$ cat src/rtl/wbs_mem_bridge.sv
// Wishbone slave: 32-bit beats to NUM_CH wide SRAM channels plus ctrl/status regs.
// Ports: wb_clk_i/wb_rst_i, wbs_* bus slave, wbs_mode/wbs_debug, mem_* SRAM side.
module wbs_mem_bridge #(
  parameter int          NUM_CH    = 4,
  parameter int          CH_WIDTH  = 64,
  parameter int          ADDR_W    = 6,
  parameter int          RD_LAT    = 1,
  parameter logic [31:0] BASE_ADDR = 32'h3000_0000
) (
  input  logic                       wb_clk_i,
  input  logic                       wb_rst_i,
  input  logic                       wbs_stb_i,
  input  logic                       wbs_cyc_i,
  input  logic                       wbs_we_i,
  input  logic [3:0]                 wbs_sel_i,
  input  logic [31:0]                wbs_dat_i,
  input  logic [31:0]                wbs_adr_i,
  output logic                       wbs_ack_o,
  output logic [31:0]                wbs_dat_o,
  output logic                       wbs_mode,
  output logic                       wbs_debug,
  output logic [NUM_CH-1:0]          mem_csb0,
  output logic [NUM_CH-1:0]          mem_web0,
  output logic [ADDR_W-1:0]          mem_addr0,
  output logic [CH_WIDTH-1:0]        mem_wdata0,
  input  logic [NUM_CH*CH_WIDTH-1:0] mem_rdata0
);

  localparam int BEATS  = (CH_WIDTH + 31) / 32;
  localparam int BEAT_W = (BEATS > 1) ? $clog2(BEATS) : 1;
  localparam int PAD_W  = BEATS * 32;

  typedef enum logic [1:0] {
    IDLE,
    ISSUE,
    WAIT,
    ACK
  } state_t;

  state_t state_q, state_d;

  logic                ack_q;
  logic [31:0]         dat_q;
  logic                mode_q;
  logic                debug_q;
  logic [NUM_CH-1:0]   csb_q;
  logic [NUM_CH-1:0]   web_q;
  logic [ADDR_W-1:0]   addr_q;
  logic [CH_WIDTH-1:0] wdata_q;
  logic [PAD_W-1:0]    stg_q;
  logic [BEATS-1:0]    mask_q;
  logic [7:0]          err_q;
  logic [PAD_W-1:0]    buf_q;
  logic                buf_v_q;
  logic [3:0]          buf_ch_q;
  logic [ADDR_W-1:0]   buf_word_q;
  logic [3:0]          cur_ch_q;
  logic [ADDR_W-1:0]   cur_word_q;
  logic [BEAT_W-1:0]   cur_beat_q;
  logic [1:0]          cnt_q, cnt_d;

  logic [3:0]          region;
  logic                base_hit;
  logic [BEAT_W-1:0]   beat;
  logic [ADDR_W-1:0]   word;
  logic [3:0]          ch;
  logic                req;
  logic                is_reg;
  logic                is_ch;
  logic                is_err;
  logic                hit;
  logic                last_beat;
  logic [3:0]          mask4;
  logic [31:0]         reg_rd;
  logic [PAD_W-1:0]    stg_m;
  logic [CH_WIDTH-1:0] rword;
  logic [PAD_W-1:0]    rpad;

  logic                ack_d;
  logic                dat_ld;
  logic [31:0]         dat_d;
  logic                err_inc;
  logic                reg_wr;
  logic                stg_wr;
  logic                commit;
  logic                issue;
  logic                buf_ld;

  assign region    = wbs_adr_i[27:24];
  assign base_hit  = wbs_adr_i[31:28] == BASE_ADDR[31:28];
  assign beat      = wbs_adr_i[BEAT_W-1:0];
  assign word      = wbs_adr_i[BEAT_W +: ADDR_W];
  assign ch        = region - 4'd1;
  assign req       = (state_q == IDLE) && wbs_cyc_i && wbs_stb_i;
  assign is_reg    = base_hit && (region == 4'd0);
  assign is_ch     = base_hit && (region != 4'd0) &&
                     (int'(region) <= NUM_CH) &&
                     (int'(beat) < BEATS) && debug_q;
  assign is_err    = !is_reg && !is_ch;
  assign hit       = buf_v_q && (buf_ch_q == ch) &&
                     (buf_word_q == word);
  assign last_beat = int'(beat) == (BEATS - 1);
  assign mask4     = 4'(mask_q);

  // Beat lanes of the staging word; unselected bytes keep staged data.
  always_comb begin
    stg_m = stg_q;
    for (int b = 0; b < 4; b++) begin
      if (wbs_sel_i[b]) begin
        stg_m[int'(beat)*32 + b*8 +: 8] = wbs_dat_i[b*8 +: 8];
      end
    end
  end

  // Zero-pad the fetched word so a narrow top beat reads zero-extended.
  always_comb begin
    rword = mem_rdata0[int'(cur_ch_q)*CH_WIDTH +: CH_WIDTH];
    rpad  = '0;
    rpad[CH_WIDTH-1:0] = rword;
  end

  always_comb begin
    reg_rd = '0;
    unique case (wbs_adr_i[3:0])
      4'd0:    reg_rd = {30'd0, debug_q, mode_q};
      4'd1:    reg_rd = {19'd0, buf_v_q, mask4, err_q};
      4'd2:    reg_rd = {24'd0, err_q};
      default: reg_rd = '0;
    endcase
  end

  always_comb begin
    state_d = state_q;
    cnt_d   = cnt_q;
    ack_d   = 1'b0;
    dat_ld  = 1'b0;
    dat_d   = '0;
    err_inc = 1'b0;
    reg_wr  = 1'b0;
    stg_wr  = 1'b0;
    commit  = 1'b0;
    issue   = 1'b0;
    buf_ld  = 1'b0;
    unique case (state_q)
      IDLE: begin
        if (req) begin
          state_d = ACK;
          ack_d   = 1'b1;
          dat_ld  = 1'b1;
          if (is_err) begin
            err_inc = 1'b1;
          end else if (is_reg) begin
            if (wbs_we_i) reg_wr = 1'b1;
            else dat_d = reg_rd;
          end else if (wbs_we_i) begin
            stg_wr = 1'b1;
            commit = last_beat;
          end else if (hit) begin
            dat_d = buf_q[int'(beat)*32 +: 32];
          end else begin
            state_d = ISSUE;
            ack_d   = 1'b0;
            dat_ld  = 1'b0;
            issue   = 1'b1;
          end
        end
      end
      ISSUE: begin
        if (!wbs_cyc_i) begin
          state_d = IDLE;
        end else begin
          state_d = WAIT;
          cnt_d   = 2'd0;
        end
      end
      WAIT: begin
        if (!wbs_cyc_i) begin
          state_d = IDLE;
        end else if (cnt_q == 2'(RD_LAT - 1)) begin
          state_d = ACK;
          ack_d   = 1'b1;
          dat_ld  = 1'b1;
          dat_d   = rpad[int'(cur_beat_q)*32 +: 32];
          buf_ld  = 1'b1;
        end else begin
          cnt_d = cnt_q + 2'd1;
        end
      end
      ACK: state_d = IDLE;
      default: state_d = IDLE;
    endcase
  end

  always_ff @(posedge wb_clk_i or posedge wb_rst_i) begin
    if (wb_rst_i) begin
      state_q    <= IDLE;
      cnt_q      <= '0;
      ack_q      <= 1'b0;
      dat_q      <= '0;
      mode_q     <= 1'b0;
      debug_q    <= 1'b0;
      csb_q      <= '1;
      web_q      <= '1;
      addr_q     <= '0;
      wdata_q    <= '0;
      stg_q      <= '0;
      mask_q     <= '0;
      err_q      <= '0;
      buf_q      <= '0;
      buf_v_q    <= 1'b0;
      buf_ch_q   <= '0;
      buf_word_q <= '0;
      cur_ch_q   <= '0;
      cur_word_q <= '0;
      cur_beat_q <= '0;
    end else begin
      state_q <= state_d;
      cnt_q   <= cnt_d;
      ack_q   <= ack_d;
      csb_q   <= '1;
      web_q   <= '1;
      if (dat_ld) dat_q <= dat_d;
      if (err_inc && err_q != 8'hFF) err_q <= err_q + 8'd1;
      if (reg_wr) begin
        if (wbs_adr_i[3:0] == 4'd0) begin
          mode_q  <= wbs_dat_i[0];
          debug_q <= wbs_dat_i[1];
          buf_v_q <= 1'b0;
        end
        if (wbs_adr_i[3:0] == 4'd2) err_q <= '0;
      end
      if (stg_wr) begin
        stg_q        <= stg_m;
        mask_q[beat] <= 1'b1;
      end
      // Commit on the last beat; staging data survives for later merges.
      if (commit) begin
        csb_q   <= ~(NUM_CH'(1) << ch);
        web_q   <= ~(NUM_CH'(1) << ch);
        addr_q  <= word;
        wdata_q <= stg_m[CH_WIDTH-1:0];
        mask_q  <= '0;
        if (hit) buf_v_q <= 1'b0;
      end
      if (issue) begin
        csb_q      <= ~(NUM_CH'(1) << ch);
        addr_q     <= word;
        cur_ch_q   <= ch;
        cur_word_q <= word;
        cur_beat_q <= beat;
      end
      if (buf_ld) begin
        buf_q      <= rpad;
        buf_v_q    <= 1'b1;
        buf_ch_q   <= cur_ch_q;
        buf_word_q <= cur_word_q;
      end
    end
  end

  assign wbs_ack_o  = ack_q;
  assign wbs_dat_o  = dat_q;
  assign wbs_mode   = mode_q;
  assign wbs_debug  = debug_q;
  assign mem_csb0   = csb_q;
  assign mem_web0   = web_q;
  assign mem_addr0  = addr_q;
  assign mem_wdata0 = wdata_q;

  logic unused_adr;
  assign unused_adr = ^wbs_adr_i[23:4];

endmodule
$ cat config.mk
export PLATFORM = sky130hd
export DESIGN_NAME = wbs_mem_bridge
export DESIGN_NICKNAME = d
export VERILOG_FILES = /design/src/rtl/wbs_mem_bridge.sv
export SDC_FILE = /design/constraint.sdc
export NUM_CORES = 1
export LEC_CHECK = 0
export CAP_MARGIN = 20
export CORE_AREA = 2 2 171 173
export CTS_CLUSTER_DIAMETER = 60
export CTS_CLUSTER_SIZE = 14
export DETAILED_ROUTE_END_ITERATION = 8
export DIE_AREA = 0 0 173 175
export DONT_BUFFER_PORTS = 1
export PLACE_DENSITY = 0.73
export SLEW_MARGIN = 10
export SYNTH_ARGS = -nofsm -noshare
export SYNTH_HDL_FRONTEND = slang
export SYNTH_SLANG_ARGS = --single-unit
$ cat constraint.sdc
create_clock -name wb_clk_i -period 9.4 [get_ports wb_clk_i]
set_clock_uncertainty 0.1 [all_clocks]
set_input_delay 1.88 -clock wb_clk_i [delete_from_list [all_inputs] [get_ports wb_clk_i]]
set_output_delay 1.88 -clock wb_clk_i [all_outputs]
set_load 0.03 [all_outputs]
== Yosys cells after proc, flatten, opt, wreduce, memory -nomap -nowiden ==
Index checks and enable logic that the tools add are counted.

* Bits in registers: 277

* Add/subtract/negate cells: 10
* Order comparisons: 3
* Equal/unequal tests: 14
* Shift operators: 12
* Muxes and demuxes: 79
* Bitwise operators: 2
* Reductions and logical operators: 24

{| class="wikitable"
|+ Operators with widths
! cell !! number
|-
| $bwmux W64 || 4
|-
| $mux W32 || 8
|-
| $mux W64 || 4
|-
| $shift A8 B33 Y64 const A || 4
|-
| $shiftx A256 B11 Y64 || 1
|-
| $shiftx A8 B33 Y64 || 4
|-
| $shiftx A64 B7 Y32 || 2
|-
| $neg A7 Y33 || 3
|-
| $pmux W32 S2 || 1
|-
| $pmux W13 S3 || 1
|-
| $mux W1 || 37
|-
| $neg A6 Y33 || 1
|-
| $mux W2 || 13
|-
| $mux W8 || 3
|-
| $add A6 B5 Y7 const B || 2
|-
| $mux W6 || 2
|-
| $logic_and A1 B1 Y1 || 11
|-
| $add A8 B1 Y8 const B || 1
|-
| $eq A4 B2 Y1 const B || 2
|-
| $logic_not A4 Y1 || 2
|-
| $mux W4 || 2
|-
| $ne A2 B2 Y1 const B || 4
|-
| $ne A8 B8 Y1 const B || 1
|-
| $pmux W2 S4 || 1
|-
| other kinds (24) || 30
|}

== Longest topological paths before layout ==
Gate-level depths: netlist of the first run.

* Word-level depth: 13
* Gate-level depth with buffers: 11
* Depth with buffers taken out: 9

== Least setup slack after synthesis of the first run ==
Ideal clock, no wire load.

* Kind: input -> register
* Start point: input wbs_adr_i[24]
* End point: register dat_q[10] (netlist: wbs_dat_o[10])
* Arrival: 3,628 ps
* Required time: 9,174 ps
* Path slack: 5,546 ps
* Cell stages on the path: 10
* Buffers on the path: 2
* Cell sequence: inv_1 > ha_1 > clkbuf_1 > xnor2_1 > nor4_2 > nand4_1 > a21oi_2 > nor2_1 > buf_2 > a221o_1

* Cells in the longest elaborated chain, start to end: 10
* Elaborated cells between the ends (all ways): 26
* Classes of those cells: 1 x add/sub; 1 x order compare; 1 x eq/ne; 12 x mux; 11 x reduce/logical

{| class="wikitable"
|+ Ends and longest elaborated chain
! item !! line !! RTL
|-
| from (decl) || 17 || <nowiki>input logic [31:0] wbs_adr_i,</nowiki>
|-
| $sub A4 B1 Y4 || 93 || <nowiki>assign ch = region - 4'd1;</nowiki>
|-
| $eq A4 B4 Y1 || 100 || <nowiki>assign hit = buf_v_q && (buf_ch_q == ch) &&</nowiki>
|-
| $logic_and A1 B1 Y1 (2 in a row) || 100 ||
|-
| $mux W32 / $mux W1 (equally long branches) || 158 || <nowiki>end else if (hit) begin</nowiki>
|-
| $mux W32 / $mux W1 (equally long branches) || 155 || <nowiki>end else if (wbs_we_i) begin</nowiki>
|-
| $mux W32 / $mux W1 (equally long branches) || 152 || <nowiki>end else if (is_reg) begin</nowiki>
|-
| $mux W32 / $mux W1 (equally long branches) || 150 || <nowiki>if (is_err) begin</nowiki>
|-
| $mux W32 / $mux W1 (equally long branches) || 146 || <nowiki>if (req) begin</nowiki>
|-
| $pmux W32 S2 / $pmux W1 S2 (equally long branches) || 144 || <nowiki>unique case (state_q)</nowiki>
|-
| to (signal assigned) || 222 || <nowiki>if (dat_ld) dat_q <= dat_d;</nowiki>
|-
| to (decl) || 43 || <nowiki>logic [31:0] dat_q;</nowiki>
|}

Parallel ways exist; a longest one is shown, timed or not.
A chain may end at the register's enable or synchronous reset.

== Final worst setup path of the first run ==
* Start point: input wbs_adr_i[24]
* End point: register dat_q[19] (netlist: wbs_dat_o[19])

The elaborated chain is that of the path after synthesis.

==> flow_results.xml, run 1 <==
<?xml version="1.0" encoding="UTF-8"?>
<metrics>
  <group name="timing">
    <metric name="rsz0062_at_grt" unit="">false</metric>
    <metric name="report.final.hold_viol_count" unit="">0</metric>
    <metric name="period_share" unit="">0.478</metric>
    <metric name="final.setup.tns" unit="ps">0</metric>
    <metric name="worstMarginPinSlew" unit="ps">989</metric>
    <metric name="fmaxAchievable" unit="GHz">0.223</metric>
    <metric name="fin_crit" unit="ps">4490</metric>
    <metric name="fin_ws" unit="ps">4910</metric>
    <metric name="relSlewSlack" unit="">0.341</metric>
    <metric name="report.final.setup_viol" unit="">0</metric>
    <metric name="finalMaxSlewViolations" unit="">0</metric>
  </group>
  <group name="setup_path">
    <metric name="timing.critical_path.slowest_cell_delay" unit="ps">730</metric>
    <metric name="crit_path_top_delay_cell" unit="">sky130_fd_sc_hd__a21oi_2</metric>
    <metric name="worst-setup-path-type" unit="">primary input to flop</metric>
    <metric name="cp_buf_inv_count" unit="">3</metric>
    <metric name="cp.arrival" unit="ps">4780</metric>
    <metric name="rrSetupSlack" unit="ps">6190</metric>
    <metric name="worstSetupStartpointType" unit="">primary input</metric>
    <metric name="cp-end-kind" unit="">flop</metric>
    <metric name="required" unit="ps">9690</metric>
    <metric name="critical_path.cell_chain" unit="">inv_1 &gt; ha_1 &gt; xnor2_1 &gt; nor4_2 &gt; nand4_1 &gt; a21oi_2 &gt; nor2_2 &gt; buf_4 &gt; inv_2 &gt; o21ai_0</metric>
    <metric name="cp_delay_by_family_top" unit="">compound AO/OA/AOI/OAI gates</metric>
    <metric name="critical_path.max_fanout" unit="">21</metric>
  </group>
  <group name="placed_design">
    <metric name="dpl_worst_slack" unit="ps">4400</metric>
    <metric name="gp_congestion" unit="">0.973</metric>
    <metric name="instance_area_at_placement" unit="um2">13900</metric>
    <metric name="dp_hpwl" unit="um">26000</metric>
    <metric name="placement.io_buffers" unit="">0</metric>
  </group>
  <group name="global_route">
    <metric name="grt_max_degree" unit="">133</metric>
    <metric name="overflow" unit="">0</metric>
    <metric name="global_route.usage.total" unit="">0.231</metric>
    <metric name="via_count_of_the_first_global_routing_pass" unit="">9476</metric>
    <metric name="wire_length_of_the_first_global_routing_pass" unit="um">55000</metric>
    <metric name="antenna_violations_before_repair" unit="">20</metric>
  </group>
  <group name="routing">
    <metric name="drt-initial-drc-count" unit="">589</metric>
    <metric name="dr_total_vias" unit="">9107</metric>
    <metric name="detail-route-antenna-nets" unit="">0</metric>
    <metric name="post_detailed_routing_wire_length" unit="um">35900</metric>
    <metric name="via_density" unit="">6.09</metric>
    <metric name="detail_route.wl_per_cell" unit="um">24.0</metric>
    <metric name="dr.pass1.iters" unit="">5</metric>
    <metric name="remaining_drc_errors" unit="">0</metric>
  </group>
  <group name="logic_synthesis">
    <metric name="synth.ff_latch_count" unit="">277</metric>
    <metric name="ys.warnings.count" unit="">0</metric>
    <metric name="syn_avg_cell_area" unit="um2">12.1</metric>
    <metric name="gate_count_of_the_mapped_netlist" unit="">1125</metric>
    <metric name="synth_top_area_frac" unit="">0.493</metric>
    <metric name="post_synth_instance_area" unit="um2">13600</metric>
    <metric name="ys_top_cells_by_area" unit="">sky130_fd_sc_hd__dfrtp_1 49%, sky130_fd_sc_hd__mux4_2 11%, sky130_fd_sc_hd__mux2i_1 5.6%</metric>
    <metric name="synthTopCellsByCount" unit="">269 x sky130_fd_sc_hd__dfrtp_1, 190 x sky130_fd_sc_hd__nand2_1, 76 x sky130_fd_sc_hd__mux2i_1</metric>
    <metric name="postSynthNetCount" unit="">1458</metric>
    <metric name="synth_largest_area_cell" unit="">sky130_fd_sc_hd__dfrtp_1</metric>
    <metric name="asyncSetResetFlopFracSynth" unit="">1.00</metric>
    <metric name="post_synth_num_cell_types" unit="">54</metric>
    <metric name="synth.most_common_cell" unit="">sky130_fd_sc_hd__dfrtp_1</metric>
    <metric name="synth-edff-count" unit="">0</metric>
    <metric name="synth_ff_type" unit="">sky130_fd_sc_hd__dfrtp_1</metric>
    <metric name="yosysSeqAreaShare" unit="">0.509</metric>
  </group>
  <group name="cts">
    <metric name="cts_tree" unit="">yes</metric>
    <metric name="ctsHtreeMaxLevel" unit="">1</metric>
    <metric name="numClockSinks" unit="">277</metric>
    <metric name="cts_post_setup_buffers_inserted" unit="">0</metric>
    <metric name="cts_max_path_buffers" unit="">3</metric>
    <metric name="worstSkewPairLatency" unit="ps">510</metric>
    <metric name="cts.reportedPaths.clkPinSlew" unit="ps">70</metric>
    <metric name="cts_made_buffers" unit="">25</metric>
    <metric name="clockRootBuffer" unit="">sky130_fd_sc_hd__clkbuf_16</metric>
    <metric name="cts.hold.buffers_added" unit="">0</metric>
    <metric name="number_of_instances_resized_during_post_cts_repair" unit="">0</metric>
  </group>
  <group name="power">
    <metric name="power_switching" unit="W">0.000745</metric>
    <metric name="cell_internal_pwr" unit="W">0.00201</metric>
    <metric name="p_seq_frac" unit="">0.536</metric>
    <metric name="clkPwrFrac" unit="">0.350</metric>
    <metric name="irDropWorstVdd" unit="V">0.000131</metric>
    <metric name="power_frac_comb" unit="">0.114</metric>
    <metric name="p_leak" unit="nW">6.63</metric>
    <metric name="totalPowerFinal" unit="W">0.00276</metric>
    <metric name="p_per_area" unit="nW/um2">188</metric>
    <metric name="switching_share" unit="">0.270</metric>
  </group>
  <group name="final_layout">
    <metric name="area.growth.synth_to_final" unit="%">7.80</metric>
    <metric name="ff_latch_area" unit="um2">6950</metric>
    <metric name="finalNetCount" unit="">1422</metric>
    <metric name="utilization" unit="">0.518</metric>
    <metric name="fraction_of_layout_instances_using_a_drive_strength_above_1" unit="">0.184</metric>
    <metric name="multiInputGateArea" unit="um2">6330</metric>
    <metric name="number_of_fill_cells_in_the_layout" unit="">2453</metric>
    <metric name="post-route-cell-area" unit="um2">14700</metric>
  </group>
  <group name="die">
    <metric name="floorplan.initialDensity" unit="">0.481</metric>
    <metric name="core_area" unit="um2">28400</metric>
    <metric name="dieHeight" unit="um">175</metric>
    <metric name="floorplan.die_area" unit="um2">30300</metric>
    <metric name="die_span_in_x" unit="um">173</metric>
    <metric name="rows" unit="">62</metric>
    <metric name="pin_count" unit="">442</metric>
  </group>
  <group name="flow_run">
    <metric name="cap_violations" unit="">0</metric>
  </group>
  <group name="hold_path">
    <metric name="worst_hold_path_type" unit="">flop to flop</metric>
  </group>
  <group name="status">
    <metric name="run_status" unit="">finished clean</metric>
  </group>
</metrics>
[kinds of logic (layout without fill, tap and decap cells)]
kind of cell | after synthesis | in the layout | share of synthesized area
compound gates | 178 | 178 | 0.0928
xor+xnor | 23 | 23 | 0.0159
fa+ha+maj | 4 | 4 | 0.00367
buf+inv | 87 | 62 | 0.0285
flops | 277 | 277 | 0.509
mux | 242 | 242 | 0.246
other cells | 0 | 12 | 0
simple gates | 314 | 314 | 0.105
[path summary, 6_finish.rpt]
kind	to	startpoint	cells after the start
max	wbs_dat_o[19]$_DFFE_PP0P_	wbs_adr_i[24]	10
min	mem_wdata0[0]$_DFFE_PP0P_	stg_q[0]$_DFFE_PP0P_	2
max reg2reg	wbs_dat_o[19]$_DFFE_PP0P_	buf_ch_q[2]$_DFFE_PP0P_	8
min reg2reg	mem_wdata0[0]$_DFFE_PP0P_	stg_q[0]$_DFFE_PP0P_	2
max in group asynchronous	buf_q[62]$_DFFE_PP0P_	wb_rst_i	3
min in group asynchronous	stg_q[15]$_DFFE_PP0P_	wb_rst_i	1
[worst min-delay path: stages, from the launching register on]
cell	delay, ps
sky130_fd_sc_hd__dfrtp_1	340
sky130_fd_sc_hd__nand2_1	50
sky130_fd_sc_hd__nand2_1	50
[power groups by stage]
stage                     clock network, W  logic, W  registers (W)
after global routing               0.00104  0.000348        0.00149
final                             0.000967  0.000314        0.00148
after floorplan                          0  0.000268        0.00146
after CTS                         0.000992  0.000316        0.00148
after global placement                   0  0.000303        0.00149
after detailed placement                 0  0.000317        0.00149
[state kept, by name (all words and copies together) (netlist names), 6 cells and up]
signal	flops
cur_word_q	6
mem_addr0	6
err_q	8
wbs_dat_o	32
buf_q	64
mem_wdata0	64
stg_q	64
buf_word_q	6
[placed cells by master (no fill, tap or decap), types with 3 or more instances in the layout]
cell                        Yosys  routed
sky130_fd_sc_hd__a21oi_1       36      36
sky130_fd_sc_hd__or3_1          5       5
sky130_fd_sc_hd__and3_1         5       5
sky130_fd_sc_hd__o21ai_1       24      24
sky130_fd_sc_hd__nand4_1        5       5
sky130_fd_sc_hd__inv_1          8       7
sky130_fd_sc_hd__mux4_2        64      64
sky130_fd_sc_hd__dfstp_2        8       8
sky130_fd_sc_hd__nor2_1        48      47
sky130_fd_sc_hd__nand2_1      190     189
sky130_fd_sc_hd__clkbuf_16      0      25
sky130_fd_sc_hd__nor2b_1        5       5
sky130_fd_sc_hd__nor3_1        14      13
sky130_fd_sc_hd__mux2i_1       76      76
sky130_fd_sc_hd__clkbuf_1      44       6
sky130_fd_sc_hd__mux2_1        47      47
sky130_fd_sc_hd__nand3_1        7       6
sky130_fd_sc_hd__a22o_1        67      67
sky130_fd_sc_hd__xor2_1        14      14
sky130_fd_sc_hd__dfrtp_1      269     266
sky130_fd_sc_hd__diode_2        0      12
sky130_fd_sc_hd__o21ai_0       24      24
sky130_fd_sc_hd__mux2_2        55      55
sky130_fd_sc_hd__xnor2_1        8       8
sky130_fd_sc_hd__buf_4          2      13
sky130_fd_sc_hd__and2_1         7       7
sky130_fd_sc_hd__nor2_4         5       5
sky130_fd_sc_hd__a221o_1       18      18
sky130_fd_sc_hd__ha_1           4       4
sky130_fd_sc_hd__or2_2          3       3
[routing by layer]
| metal | part of all wire | up-vias | track usage | wire length [um] |
|---|---|---|---|---|
| li1 | - | 4015 | - | - |
| met1 | 0.39 | 4575 | 0.291 | 13800 |
| met2 | 0.48 | 417 | 0.370 | 17100 |
| met3 | 0.10 | 84 | 0.0901 | 3760 |
| met4 | 0.029 | 16 | 0.0724 | 1050 |
| met5 | 0.0026 | - | 0 | 92 |
[final cells by class]
cell class                 instances  area share
multi-input combinational        761       0.430
antenna                           12     0.00204
clock inverter                     5     0.00434
clock buffer                      33      0.0459
sequential                       277       0.472
tap                              384      0.0327
timing repair buffer              15     0.00986
inverter                           9     0.00255
[stage by stage]
stage / cells / hold WS [ps]
after global routing: 1495 / 379
after CTS: 1483 / 347
after floorplan: 1125 / 333
final: 1496 / 351
after global placement: 1445 / 344
after detailed placement: 1445 / 351
(Power assumes the default switching activity.)
==> run 2: changes to the inputs <==
==> constraint.sdc (replaced) <==
create_clock -name wb_clk_i -period 3.9 [get_ports wb_clk_i]
set_clock_uncertainty 0.1 [all_clocks]
set_input_delay 0.78 -clock wb_clk_i [delete_from_list [all_inputs] [get_ports wb_clk_i]]
set_output_delay 0.78 -clock wb_clk_i [all_outputs]
set_load 0.03 [all_outputs]
==> flow_results.xml, run 2 (synthesis results as in run 1) <==
<?xml version="1.0" encoding="UTF-8"?>
<metrics>
  <group name="timing">
    <metric name="rsz0062_at_grt" unit="">false</metric>
    <metric name="finalMaxSlewViolations" unit="">0</metric>
    <metric name="fin_ws" unit="ps">805</metric>
    <metric name="final.setup.tns" unit="ps">0</metric>
    <metric name="worstMarginPinSlew" unit="ps">986</metric>
    <metric name="fin_crit" unit="ps">3100</metric>
    <metric name="fmaxAchievable" unit="GHz">0.323</metric>
    <metric name="report.final.setup_viol" unit="">0</metric>
    <metric name="worst_hold_margin" unit="ps">112</metric>
    <metric name="relSlewSlack" unit="">0.343</metric>
    <metric name="report.final.hold_viol_count" unit="">0</metric>
    <metric name="period_share" unit="">0.794</metric>
  </group>
  <group name="global_route">
    <metric name="grt_max_degree" unit="">100</metric>
    <metric name="wire_length_of_the_first_global_routing_pass" unit="um">55300</metric>
    <metric name="global_route.usage.total" unit="">0.234</metric>
    <metric name="overflow" unit="">0</metric>
    <metric name="antenna_violations_before_repair" unit="">16</metric>
    <metric name="via_count_of_the_first_global_routing_pass" unit="">9354</metric>
  </group>
  <group name="routing">
    <metric name="drt-initial-drc-count" unit="">738</metric>
    <metric name="detail_route.wl_per_cell" unit="um">24.1</metric>
    <metric name="dr.pass1.iters" unit="">5</metric>
    <metric name="dr_total_vias" unit="">9113</metric>
    <metric name="via_density" unit="">6.07</metric>
    <metric name="post_detailed_routing_wire_length" unit="um">36200</metric>
    <metric name="remaining_drc_errors" unit="">0</metric>
    <metric name="detail-route-antenna-nets" unit="">0</metric>
  </group>
  <group name="final_layout">
    <metric name="fin_cells" unit="">1501</metric>
    <metric name="utilization" unit="">0.519</metric>
    <metric name="layout.cells.most_common" unit="">sky130_fd_sc_hd__dfrtp_1</metric>
    <metric name="area.growth.synth_to_final" unit="%">8.03</metric>
    <metric name="finalNetCount" unit="">1428</metric>
    <metric name="number_of_fill_cells_in_the_layout" unit="">2475</metric>
    <metric name="fraction_of_layout_instances_using_a_drive_strength_above_1" unit="">0.188</metric>
    <metric name="multiInputGateArea" unit="um2">6330</metric>
    <metric name="layout_common_cells" unit="">266 x sky130_fd_sc_hd__dfrtp_1, 189 x sky130_fd_sc_hd__nand2_1, 76 x sky130_fd_sc_hd__mux2i_1, 67 x sky130_fd_sc_hd__a22o_1, 64 x sky130_fd_sc_hd__mux4_2</metric>
    <metric name="ff_latch_area" unit="um2">6950</metric>
  </group>
  <group name="die">
    <metric name="floorplan.die_area" unit="um2">30300</metric>
    <metric name="rows" unit="">62</metric>
    <metric name="dieHeight" unit="um">175</metric>
    <metric name="pin_count" unit="">442</metric>
    <metric name="floorplan.initialDensity" unit="">0.481</metric>
    <metric name="core_area" unit="um2">28400</metric>
    <metric name="die_span_in_x" unit="um">173</metric>
  </group>
  <group name="cts">
    <metric name="worstSkewPairLatency" unit="ps">520</metric>
    <metric name="cts.hold.buffers_added" unit="">0</metric>
    <metric name="cts.reportedPaths.clkPinSlew" unit="ps">70</metric>
    <metric name="ctsHtreeMaxLevel" unit="">1</metric>
    <metric name="numClockSinks" unit="">277</metric>
    <metric name="number_of_instances_resized_during_post_cts_repair" unit="">0</metric>
    <metric name="cts_tree" unit="">yes</metric>
    <metric name="cts_made_buffers" unit="">25</metric>
    <metric name="cts_max_path_buffers" unit="">3</metric>
    <metric name="cts_post_setup_buffers_inserted" unit="">0</metric>
    <metric name="clockRootBuffer" unit="">sky130_fd_sc_hd__clkbuf_16</metric>
  </group>
  <group name="flow_run">
    <metric name="cap_violations" unit="">0</metric>
  </group>
  <group name="status">
    <metric name="run_status" unit="">finished clean</metric>
  </group>
  <group name="setup_path">
    <metric name="timing.critical_path.slowest_cell_delay" unit="ps">680</metric>
    <metric name="crit_path_top_delay_cell" unit="">sky130_fd_sc_hd__dfrtp_1</metric>
    <metric name="cp-end-kind" unit="">flop</metric>
    <metric name="crit_start" unit="">wbs_debug$_DFFE_PP0P_</metric>
    <metric name="worst-setup-path-type" unit="">flop to flop</metric>
    <metric name="worstSetupStartpointType" unit="">flop</metric>
    <metric name="cp_delay_by_family_top" unit="">simple AND/OR/NAND/NOR gates</metric>
    <metric name="cp_buf_inv_count" unit="">0</metric>
    <metric name="rrSetupSlack" unit="ps">800</metric>
    <metric name="critical_path.cell_chain" unit="">nor2_1 &gt; nor4_2 &gt; nor3b_2 &gt; nand3_2 &gt; nand2_2 &gt; mux2_2</metric>
    <metric name="critical_path.max_fanout" unit="">16</metric>
    <metric name="r2r-start" unit="">wbs_debug$_DFFE_PP0P_</metric>
    <metric name="cp.arrival" unit="ps">3390</metric>
    <metric name="required" unit="ps">4200</metric>
  </group>
  <group name="placed_design">
    <metric name="dp_hpwl" unit="um">26500</metric>
    <metric name="placement.io_buffers" unit="">0</metric>
    <metric name="dpl_worst_slack" unit="ps">427</metric>
    <metric name="placed_cells_incl_taps" unit="">1451</metric>
    <metric name="gp_congestion" unit="">0.984</metric>
  </group>
  <group name="hold_path">
    <metric name="worst_hold_path_type" unit="">primary input to async pin</metric>
  </group>
  <group name="power">
    <metric name="p_per_area" unit="nW/um2">446</metric>
    <metric name="irDropWorstVdd" unit="V">0.000295</metric>
    <metric name="p_leak" unit="nW">6.64</metric>
  </group>
</metrics>
[run 2: changes by cell type in the layout (fill, tap and decap cells not counted), sizes merged]
cell,before,now
buf,15,21
bufinv,1,0
clkbuf,33,31
clkinv,1,2
clkinvlp,1,3
inv,11,10
[run 2: power breakdown]
part,switching [W],internal (W),leakage (nW)
clock,0.00106,0.00119,0.339
combinational,0.000345,0.000413,2.62
sequential,0.000402,0.00317,3.68
total,0.00181,0.00477,6.64
[run 2: per-stage QoR]
stage	power, W	cell area, um2
floorplan	0.00417	13700
global placement	0.00434	14000
detailed placement	0.00438	14000
CTS	0.00664	14700
global route	0.00686	14700
finish	0.00658	14700
[run 2: final timing paths]
path | end | cells after the start
max reg2reg | mem_addr0[5]$_DFFE_PP0P_ | 6
max in group asynchronous | mem_wdata0[16]$_DFFE_PP0P_ | 2
min reg2reg | buf_word_q[2]$_DFFE_PP0P_ | 2
max | mem_addr0[5]$_DFFE_PP0P_ | 6
min | mem_wdata0[7]$_DFFE_PP0P_ | 1
min in group wb_clk_i | cur_ch_q[0]$_DFFE_PP0P_ | 1
[run 2: metal layers]
metal,global-route usage,vias up,part of all wire
met1,0.303,4611,0.40
met3,0.0927,58,0.11
li1,-,4022,-
met2,0.371,412,0.48
met5,0,-,0.0019
met4,0.0572,10,0.020
[run 2: layout make-up]
| cell class | count | area share |
|---|---|---|
| clock buffer | 31 | 0.0446 |
| multi-input combinational | 761 | 0.429 |
| timing repair buffer | 21 | 0.0141 |
| clock inverter | 6 | 0.00339 |
| inverter | 9 | 0.00255 |
| antenna | 12 | 0.00204 |
| sequential | 277 | 0.471 |
| tap | 384 | 0.0326 |
==> run 3: changes to the inputs <==
==> constraint.sdc (replaced) <==
create_clock -name wb_clk_i -period 2.6 [get_ports wb_clk_i]
set_clock_uncertainty 0.1 [all_clocks]
set_input_delay 0.52 -clock wb_clk_i [delete_from_list [all_inputs] [get_ports wb_clk_i]]
set_output_delay 0.52 -clock wb_clk_i [all_outputs]
set_load 0.03 [all_outputs]
==> flow_results.xml, run 3 (synthesis results as in run 1) <==
<?xml version="1.0" encoding="UTF-8"?>
<metrics>
  <group name="die">
    <metric name="core_area" unit="um2">28400</metric>
    <metric name="dieHeight" unit="um">175</metric>
    <metric name="floorplan.initialDensity" unit="">0.481</metric>
    <metric name="rows" unit="">62</metric>
    <metric name="floorplan.die_area" unit="um2">30300</metric>
    <metric name="pin_count" unit="">442</metric>
    <metric name="die_span_in_x" unit="um">173</metric>
  </group>
  <group name="timing">
    <metric name="finalMaxSlewViolations" unit="">0</metric>
    <metric name="worstMarginPinSlew" unit="ps">896</metric>
    <metric name="report.final.hold_viol_count" unit="">0</metric>
    <metric name="relSlewSlack" unit="">0.402</metric>
    <metric name="report.final.setup_viol" unit="">0</metric>
    <metric name="fin_crit" unit="ps">2400</metric>
    <metric name="fmaxAchievable" unit="GHz">0.416</metric>
    <metric name="final.setup.tns" unit="ps">0</metric>
    <metric name="rsz0062_at_grt" unit="">false</metric>
    <metric name="period_share" unit="">0.924</metric>
  </group>
  <group name="final_layout">
    <metric name="area.growth.synth_to_final" unit="%">12.2</metric>
    <metric name="fin_cells" unit="">1544</metric>
    <metric name="layout.cells.most_common" unit="">sky130_fd_sc_hd__dfrtp_1</metric>
    <metric name="ff_latch_area" unit="um2">6950</metric>
    <metric name="post-route-cell-area" unit="um2">15300</metric>
    <metric name="fraction_of_layout_instances_using_a_drive_strength_above_1" unit="">0.211</metric>
    <metric name="layout_common_cells" unit="">266 x sky130_fd_sc_hd__dfrtp_1, 189 x sky130_fd_sc_hd__nand2_1, 76 x sky130_fd_sc_hd__mux2i_1, 67 x sky130_fd_sc_hd__a22o_1, 64 x sky130_fd_sc_hd__mux4_2</metric>
    <metric name="multiInputGateArea" unit="um2">6340</metric>
    <metric name="finalNetCount" unit="">1468</metric>
    <metric name="number_of_fill_cells_in_the_layout" unit="">2404</metric>
  </group>
  <group name="flow_run">
    <metric name="cap_violations" unit="">0</metric>
  </group>
  <group name="routing">
    <metric name="detail_route.wl_per_cell" unit="um">24.1</metric>
    <metric name="detail-route-antenna-nets" unit="">0</metric>
    <metric name="dr_total_vias" unit="">9388</metric>
    <metric name="via_density" unit="">6.08</metric>
    <metric name="dr.pass1.iters" unit="">5</metric>
    <metric name="drt-initial-drc-count" unit="">654</metric>
    <metric name="post_detailed_routing_wire_length" unit="um">37200</metric>
    <metric name="remaining_drc_errors" unit="">0</metric>
  </group>
  <group name="global_route">
    <metric name="antenna_violations_before_repair" unit="">18</metric>
    <metric name="wire_length_of_the_first_global_routing_pass" unit="um">57200</metric>
    <metric name="overflow" unit="">0</metric>
    <metric name="global_route.usage.total" unit="">0.242</metric>
    <metric name="grt_max_degree" unit="">67</metric>
    <metric name="via_count_of_the_first_global_routing_pass" unit="">9671</metric>
  </group>
  <group name="cts">
    <metric name="cts_made_buffers" unit="">25</metric>
    <metric name="worstSkewPairLatency" unit="ps">530</metric>
    <metric name="ctsHtreeMaxLevel" unit="">1</metric>
    <metric name="cts_max_path_buffers" unit="">3</metric>
    <metric name="cts_tree" unit="">yes</metric>
    <metric name="cts.reportedPaths.clkPinSlew" unit="ps">70</metric>
    <metric name="clockRootBuffer" unit="">sky130_fd_sc_hd__clkbuf_16</metric>
    <metric name="numClockSinks" unit="">277</metric>
  </group>
  <group name="setup_path">
    <metric name="worstSetupStartpointType" unit="">flop</metric>
    <metric name="reg2regPathDepth" unit="">7</metric>
    <metric name="critical_path.max_fanout" unit="">21</metric>
    <metric name="worst-setup-path-type" unit="">flop to flop</metric>
    <metric name="required" unit="ps">2950</metric>
    <metric name="rrSetupSlack" unit="ps">200</metric>
    <metric name="cp-end-kind" unit="">flop</metric>
    <metric name="cp.arrival" unit="ps">2760</metric>
  </group>
  <group name="status">
    <metric name="run_status" unit="">finished clean</metric>
  </group>
  <group name="power">
    <metric name="p_leak" unit="nW">6.93</metric>
    <metric name="totalPowerFinal" unit="W">0.0101</metric>
    <metric name="irDropWorstVdd" unit="V">0.000511</metric>
    <metric name="p_per_area" unit="nW/um2">659</metric>
  </group>
  <group name="placed_design">
    <metric name="placed_cells_incl_taps" unit="">1484</metric>
    <metric name="instance_area_at_placement" unit="um2">14400</metric>
    <metric name="gp_congestion" unit="">0.978</metric>
    <metric name="placement.io_buffers" unit="">0</metric>
    <metric name="dp_hpwl" unit="um">27400</metric>
  </group>
  <group name="hold_path">
    <metric name="holdPathStages" unit="">1</metric>
    <metric name="worst_hold_path_type" unit="">primary input to flop</metric>
  </group>
</metrics>
run 3: changes by cell type in the layout (fill, tap and decap cells not counted), sizes merged:
cell and delta:
dlygate4sd3 +8, buf +32, diode +3, clkinvlp -2, bufinv +1, inv +1
run 3: area by class of cell:
cell class,instances,share of cell area
diodes,15,0.00245
flip-flops and latches,277,0.454
clock inverters,6,0.00433
multi-input cells,761,0.414
clock buffers,31,0.0443
well taps,384,0.0314
inverters,9,0.00245
repair buffers,61,0.0476
run 3: worst max-delay path, stage by stage (launching register included):
cell and delay [ps]:
sky130_fd_sc_hd__dfrtp_1 390, sky130_fd_sc_hd__xor3_1 440, sky130_fd_sc_hd__nor3b_2 60, sky130_fd_sc_hd__nand4_1 140, sky130_fd_sc_hd__a21oi_2 110, sky130_fd_sc_hd__nor2_4 590, sky130_fd_sc_hd__inv_2 280, sky130_fd_sc_hd__o21ai_0 210
run 3: worst paths after layout:
check | from | to
max in group asynchronous | wb_rst_i | buf_q[48]$_DFFE_PP0P_
max | buf_ch_q[2]$_DFFE_PP0P_ | wbs_dat_o[13]$_DFFE_PP0P_
min reg2reg | stg_q[22]$_DFFE_PP0P_ | mem_wdata0[22]$_DFFE_PP0P_
min in group asynchronous | wb_rst_i | mem_wdata0[40]$_DFFE_PP0P_
max reg2reg | buf_ch_q[2]$_DFFE_PP0P_ | wbs_dat_o[13]$_DFFE_PP0P_
min | wbs_adr_i[2] | cur_word_q[1]$_DFFE_PP0P_
run 3: stage by stage:
stage                     setup WS (ps)  utilization  hold WS [ps]
after floorplan                   -1680            -           333
after global placement             -427        0.509           339
after detailed placement           -539        0.509           353
after CTS                           266        0.538         0.124
after global routing               30.5        0.539          2.28
final                               197        0.539          17.8
run 3: routing by layer:
layer | global-route usage | vias up | part of all wire
met5 | 0 | - | 0.0019
met1 | 0.299 | 4749 | 0.39
li1 | - | 4116 | -
met3 | 0.0957 | 71 | 0.11
met4 | 0.0710 | 10 | 0.027
met2 | 0.393 | 442 | 0.48
run 3: timing repair:
item / CTS / global route
endpoints found under the setup margin: 13 / 0
buffers inserted: 0 / 0
hold endpoints to repair: 23 / 0
gates resized for setup: 1 / 0
hold buffers: 8 / 0
run 3: power by group:
| part | switching, W | total (W) | leakage, nW | internal (W) |
|---|---|---|---|---|
| logic | 0.000548 | 0.00121 | 2.88 | 0.000658 |
| clock network | 0.00161 | 0.00354 | 0.369 | 0.00193 |
| registers | 0.000594 | 0.00534 | 3.68 | 0.00475 |
